`config.mk`:
```
export PLATFORM = sky130hd
export DESIGN_NAME = pid_out_slew
export DESIGN_NICKNAME = d
export VERILOG_FILES = /design/src/rtl/pid_out_slew.sv
export SDC_FILE = /design/constraint.sdc
export NUM_CORES = 1
export LEC_CHECK = 0
export CORE_MARGIN = 2
export CORE_UTILIZATION = 40
export DETAILED_ROUTE_END_ITERATION = 8
export PLACE_DENSITY = 0.62
export SYNTH_ARGS = -nofsm -noshare
export SYNTH_HDL_FRONTEND = slang
export SYNTH_SLANG_ARGS = --single-unit
```
`constraint.sdc`:
```
create_clock -name clk -period 22.3 [get_ports clk]
set_clock_uncertainty 0.15 [all_clocks]
set_input_delay 2.23 -clock clk [delete_from_list [all_inputs] [get_ports clk]]
set_output_delay 2.23 -clock clk [all_outputs]
set_load 0.03 [all_outputs]
```
`src/rtl/pid_out_slew.sv`:
```
// Per-channel output conditioner for the PID-to-DAC stream: clamps to programmable limits,
// applies a slew-rate limit and ramps between the park value and live tracking.
module pid_out_slew #(
    parameter int unsigned DW = 14,
    parameter int unsigned CW = 16
) (
    input  logic                 clk,
    input  logic                 rstn,

    input  logic signed [DW-1:0] s_data,
    input  logic                 s_valid,
    output logic                 s_ready,

    output logic signed [DW-1:0] m_data,
    output logic                 m_valid,
    input  logic                 m_ready,

    input  logic                 cfg_en,
    input  logic signed [DW-1:0] cfg_park,
    input  logic signed [DW-1:0] cfg_hi,
    input  logic signed [DW-1:0] cfg_lo,
    input  logic        [DW-2:0] cfg_step,
    input  logic                 cfg_clr,

    output logic        [1:0]    st_state,
    output logic                 st_clamp,
    output logic                 st_slew,
    output logic        [CW-1:0] st_cnt
);

    typedef enum logic [1:0] {
        StIdle = 2'd0,
        StRun  = 2'd1,
        StPark = 2'd2
    } state_e;

    state_e                state_q, state_d;
    logic signed [DW-1:0]  data_q, data_d;
    logic                  valid_q, valid_d;
    logic                  clamp_q, clamp_d;
    logic                  slew_q, slew_d;
    logic        [CW-1:0]  cnt_q, cnt_d;

    logic                  accept;
    logic                  idle_mode;
    logic signed [DW-1:0]  clamped;
    logic signed [DW-1:0]  tgt;
    logic signed [DW:0]    tgt_x;
    logic signed [DW:0]    data_x;
    logic signed [DW:0]    step_x;
    logic signed [DW:0]    diff;
    logic signed [DW-1:0]  step_w;
    logic signed [DW-1:0]  slewed;
    logic                  clamp_ev;
    logic                  slew_ev;

    assign s_ready = m_ready | ~valid_q;
    assign accept  = s_valid & s_ready;

    // IDLE with tracking disabled snaps straight to park, bypassing the slew limiter.
    assign idle_mode = ~cfg_en & (state_q == StIdle);

    always_comb begin
        clamped = s_data;
        if (s_data > cfg_hi) begin
            clamped = cfg_hi;
        end else if (s_data < cfg_lo) begin
            clamped = cfg_lo;
        end
    end

    assign tgt = cfg_en ? clamped : cfg_park;

    // Difference is formed one bit wider so full-scale swings cannot wrap.
    assign tgt_x  = tgt;
    assign data_x = data_q;
    assign step_x = {2'b00, cfg_step};
    assign diff   = tgt_x - data_x;
    assign step_w = {1'b0, cfg_step};

    always_comb begin
        slewed = tgt;
        if (cfg_step != '0) begin
            if (diff > step_x) begin
                slewed = data_q + step_w;
            end else if (diff < -step_x) begin
                slewed = data_q - step_w;
            end
        end
    end

    assign data_d   = idle_mode ? cfg_park : slewed;
    assign clamp_ev = accept & cfg_en & (clamped != s_data);
    assign slew_ev  = accept & ~idle_mode & (slewed != tgt);

    always_comb begin
        state_d = state_q;
        if (accept) begin
            case (state_q)
                StRun:   state_d = cfg_en ? StRun : StPark;
                StPark: begin
                    if (cfg_en) begin
                        state_d = StRun;
                    end else if (data_d == cfg_park) begin
                        state_d = StIdle;
                    end
                end
                default: state_d = cfg_en ? StRun : StIdle;
            endcase
        end
    end

    always_comb begin
        valid_d = valid_q;
        if (accept) begin
            valid_d = 1'b1;
        end else if (m_ready) begin
            valid_d = 1'b0;
        end
    end

    // A clear in the same cycle as an event wins; the event is dropped.
    always_comb begin
        clamp_d = clamp_q;
        slew_d  = slew_q;
        cnt_d   = cnt_q;
        if (cfg_clr) begin
            clamp_d = 1'b0;
            slew_d  = 1'b0;
            cnt_d   = '0;
        end else begin
            if (clamp_ev) begin
                clamp_d = 1'b1;
            end
            if (slew_ev) begin
                slew_d = 1'b1;
                if (cnt_q != {CW{1'b1}}) begin
                    cnt_d = cnt_q + 1'b1;
                end
            end
        end
    end

    always_ff @(posedge clk) begin
        if (!rstn) begin
            state_q <= StIdle;
            data_q  <= '0;
            valid_q <= 1'b0;
            clamp_q <= 1'b0;
            slew_q  <= 1'b0;
            cnt_q   <= '0;
        end else begin
            state_q <= state_d;
            valid_q <= valid_d;
            clamp_q <= clamp_d;
            slew_q  <= slew_d;
            cnt_q   <= cnt_d;
            if (accept) begin
                data_q <= data_d;
            end
        end
    end

    assign m_data   = data_q;
    assign m_valid  = valid_q;
    assign st_state = state_q;
    assign st_clamp = clamp_q;
    assign st_slew  = slew_q;
    assign st_cnt   = cnt_q;

endmodule
```
==> run_results.csv <==
group,metric,value,unit
status,status,"complete, no violations",
placement,globalplace.congestion,0.946,
global_route,grt_first_pass_wirelength,37800,microns
synthesis,yosysWarningCount,0,
routing,dr.first_iter.drc_count,666,
critical_path,worst-r2r-cell-count,25,
clock_network,hold_buffers,0,
synthesis,asyncSetResetFlopFracSynth,0,%
sta,timing.final.crit_share,49.9,%
floorplanning,ios,111,
synthesis,yosys.area.top_type_share,16.4,%
placement,io_buffer_count,110,
routing,detail_route.wirelength,23900,microns
synthesis,synth_edf_count,0,
clock_network,htreeDepth,2,
sta,hold_viol,0,
synthesis,dominantRegCellSynth,"sky130_fd_sc_hd__dfxtp_1",
routing,ant_nets,0,
critical_path,crit_path_frequent_cell,"sky130_fd_sc_hd__ha_1",
job,max_cap_violation_count,0,
clock_network,clk_root_buffer_cell,"sky130_fd_sc_hd__clkbuf_16",
synthesis,yosysUniqueCellTypes,89,
clock_network,post_cts_resized,0,
placement,place_hpwl,19800,microns
routing,routed_via_density,5.92,
clock_network,clock_latency,0.29,ns
critical_path,critical-path-top-delay-family,"simple AND/OR/NAND/NOR gates",
sta,grt_setup_unrepaired,"no",
critical_path,setup.worst_path.class,"in -> reg",
critical_path,critPathRequiredTime,22.29,ns
routing,via_count,7534,
floorplanning,coreArea,0.0172,sq mm
clock_network,cts_post_setup_buffers_inserted,0,
power,worst_vdd_ir,0.0418,mV
sta,setup_viol,0,
worst_hold_path,whs_path_depth,1,
power,total_power,708,uW
synthesis,synthesis.area_per_instance,7.29,sq um
power,cellPowerDensity,84.5,mW/mm^2
synthesis,netlist_area,0.00700,sq mm
routing,routed_wire_length_per_instance,18.8,microns
sta,whs,0.321,ns
clock_network,cts-buffers-inserted,5,
sta,final.min_clock_period,11.13,ns
clock_network,clockBufferDepth,2,
routing,drt-pass1-iter-count,5,
sta,final_max_slew_viol_count,0,
sta,transition_time_at_the_pin_with_the_least_slew_margin,1.13,ns
finish,design.final.nets,1216,
sta,rel_slew_slack,24.7,%
routing,drcViolationCount,0,
critical_path,cp_num_buf_inv,2,
clock_network,path_clk_slew,0.06,ns
floorplanning,dieArea,0.0186,sq mm
synthesis,top_post_synthesis_cells_by_area,"sky130_fd_sc_hd__ha_1, sky130_fd_sc_hd__dfxtp_1, sky130_fd_sc_hd__inv_1, sky130_fd_sc_hd__xnor2_1, sky130_fd_sc_hd__a21oi_1",
finish,insertedDiodeCount,0,
floorplanning,num_rows,48,
floorplanning,die_height,136,microns
clock_network,cts_tree,"done",
critical_path,setup.worst_path.start_class,"primary input",
clock_network,cts.sinks,35,
synthesis,synthCells,961,
synthesis,synth.largest_area_cell,"sky130_fd_sc_hd__ha_1",
critical_path,path_depth,31,
global_route,grt.overflow.total,0,
worst_hold_path,min_path_type,"reg -> reg",
sta,timing.fmax,89.8,MHz
floorplanning,die_x,136,microns
synthesis,syn_nets,1131,
finish,postLayoutCoreUtil,48.6,%
synthesis,synth.yosys.seq_area_share,10.0,%
global_route,grt_start_max_net_pins,32,
critical_path,cpPeakStageDelay,0.92,ns
sta,tns,0,ns
global_route,antenna_found_initial,0,
critical_path,slowest_stage,"sky130_fd_sc_hd__nor3_4",
finish,area.growth.synth_to_final,19.6,%
global_route,gr-usage-all-layers,25.7,%
floorplanning,initial_utilization,40.6,%
critical_path,critical_path_peak_fanout,31,
synthesis,ys_seq_elements,35,
critical_path,timing.critical_path.to_type,"flip-flop",
finish,share_of_post_route_cells_with_drive_strength_above_1,4.87,%
global_route,grt_pass1_vias,6845,
power,power.leakage,3.47,nW
critical_path,critPathArrivalTime,11.12,ns
report_power, final:
group	internal [mW]	switching, mW
Combinational	0.218	0.340
Clock	0.0418	0.0305
Sequential	0.0677	0.0101
Total	0.328	0.380
flip-flops by register name, indices dropped and copies added, names as in the netlist:
signal    count
st_cnt       16
st_slew       1
st_state      2
st_clamp      1
m_valid       1
m_data       14
layout make-up:
class / count / area, sq um
Timing Repair Buffer: 113 / 1120
Sequential cell: 35 / 701
Inverter: 95 / 357
Fill cell: 1755 / 8860
Tap cell: 225 / 282
Clock buffer: 5 / 125
Multi-Input combinational cell: 796 / 5770
Clock inverter: 3 / 23.8
worst paths after layout:
path                                from                  endpoint  slack [ns]
setup / recovery              s_data[13]  st_state[1]$_SDFFE_PN0P_       11.17
hold / removal      st_slew$_SDFFE_PP0P_      st_slew$_SDFFE_PP0P_        0.32
setup reg to reg  m_data[1]$_SDFFE_PN0P_  st_state[1]$_SDFFE_PN0P_       15.60
hold reg to reg     st_slew$_SDFFE_PP0P_      st_slew$_SDFFE_PP0P_        0.32
placed cells by master (no fill, tap or decap), types with 5 or more instances in the layout:
cell	Yosys	final
sky130_fd_sc_hd__o311ai_0	6	6
sky130_fd_sc_hd__o31ai_1	15	15
sky130_fd_sc_hd__mux2_2	5	5
sky130_fd_sc_hd__o211ai_1	19	19
sky130_fd_sc_hd__a21o_1	9	9
sky130_fd_sc_hd__inv_1	94	94
sky130_fd_sc_hd__mux2i_1	14	14
sky130_fd_sc_hd__nand4_1	11	11
sky130_fd_sc_hd__dfxtp_1	35	35
sky130_fd_sc_hd__nand3_1	28	28
sky130_fd_sc_hd__o21a_1	12	12
sky130_fd_sc_hd__or4_1	12	12
sky130_fd_sc_hd__nor2_1	68	68
sky130_fd_sc_hd__o32ai_1	5	5
sky130_fd_sc_hd__xor2_1	21	21
sky130_fd_sc_hd__xnor2_1	40	40
sky130_fd_sc_hd__a31oi_1	10	10
sky130_fd_sc_hd__and4_1	6	6
sky130_fd_sc_hd__or3_1	9	9
sky130_fd_sc_hd__o21ai_1	9	9
sky130_fd_sc_hd__o22ai_1	5	5
sky130_fd_sc_hd__clkbuf_16	0	5
sky130_fd_sc_hd__a31o_2	5	5
sky130_fd_sc_hd__a211oi_1	22	22
sky130_fd_sc_hd__and3_1	13	13
sky130_fd_sc_hd__nor4_1	10	10
sky130_fd_sc_hd__nand2_1	79	79
sky130_fd_sc_hd__a211o_1	5	5
sky130_fd_sc_hd__ha_1	92	92
sky130_fd_sc_hd__a21oi_1	62	62
sky130_fd_sc_hd__o21ai_0	39	39
sky130_fd_sc_hd__nor2b_1	10	10
sky130_fd_sc_hd__clkdlybuf4s50_1	0	110
sky130_fd_sc_hd__nand2b_1	21	21
sky130_fd_sc_hd__and2_1	6	6
sky130_fd_sc_hd__a221oi_1	7	7
sky130_fd_sc_hd__nor3_1	31	31
routing by layer:
layer | vias to the layer above | GRT usage, % | wire length [microns]
met5 | - | 0 | 0
met4 | 0 | 4.17 | 331
met3 | 29 | 2.61 | 1580
met2 | 300 | 40.5 | 10300
met1 | 3457 | 38.2 | 11700
li1 | 3748 | - | -
logic make-up after synthesis:
kind of cell | synth area share [%]
multiplexers | 2.80
adder cells (fa/ha/maj) | 17.4
AND/OR/NAND/NOR | 24.0
flip-flops | 10.0
AO/OA/AOI/OAI | 30.4
buffers and inverters | 7.73
XOR/XNOR | 7.63
worst register-to-register path: cells and delay by family (launching register included):
family,cells,cell delay [ns]
simple gates,11,2.74
fa+ha+maj,2,0.59
xor+xnor,2,0.30
buf+inv,1,0.09
compound gates,8,1.93
mux,1,0.15
flops,1,0.57
synthesized netlist by cell type, types with 5 or more instances:
cell,n
sky130_fd_sc_hd__o31ai_1,15
sky130_fd_sc_hd__and2_1,6
sky130_fd_sc_hd__or4_1,12
sky130_fd_sc_hd__mux2i_1,14
sky130_fd_sc_hd__a211oi_1,22
sky130_fd_sc_hd__o311ai_0,6
sky130_fd_sc_hd__a21oi_1,62
sky130_fd_sc_hd__and4_1,6
sky130_fd_sc_hd__a221oi_1,7
sky130_fd_sc_hd__clkbuf_1,23
sky130_fd_sc_hd__o32ai_1,5
sky130_fd_sc_hd__nand2b_1,21
sky130_fd_sc_hd__ha_1,92
sky130_fd_sc_hd__inv_1,94
sky130_fd_sc_hd__buf_6,5
sky130_fd_sc_hd__o22ai_1,5
sky130_fd_sc_hd__o21a_1,12
sky130_fd_sc_hd__nand4_1,11
sky130_fd_sc_hd__a211o_1,5
sky130_fd_sc_hd__nand2_1,79
sky130_fd_sc_hd__and3_1,13
sky130_fd_sc_hd__xnor2_1,40
sky130_fd_sc_hd__a21o_1,9
sky130_fd_sc_hd__xor2_1,21
sky130_fd_sc_hd__a31o_2,5
sky130_fd_sc_hd__o211ai_1,19
sky130_fd_sc_hd__a31oi_1,10
sky130_fd_sc_hd__or3_1,9
sky130_fd_sc_hd__nor2_1,68
sky130_fd_sc_hd__nand3_1,28
sky130_fd_sc_hd__nor4_1,10
sky130_fd_sc_hd__mux2_2,5
sky130_fd_sc_hd__o21ai_1,9
sky130_fd_sc_hd__nor3_1,31
sky130_fd_sc_hd__o21ai_0,39
sky130_fd_sc_hd__dfxtp_1,35
sky130_fd_sc_hd__nor2b_1,10
stage by stage:
stage / area [sq um] / worst slack [ns] / instances
2_1_floorplan: 7000 / 13.40 / 961
3_3_place_gp: 8230 / 11.21 / 1264
3_5_place_dp: 8230 / 11.09 / 1264
4_1_cts: 8380 / 11.35 / 1272
5_1_grt: 8380 / 10.49 / 1272
6_report: 8380 / 11.17 / 1272
(Power assumes the default switching activity.)
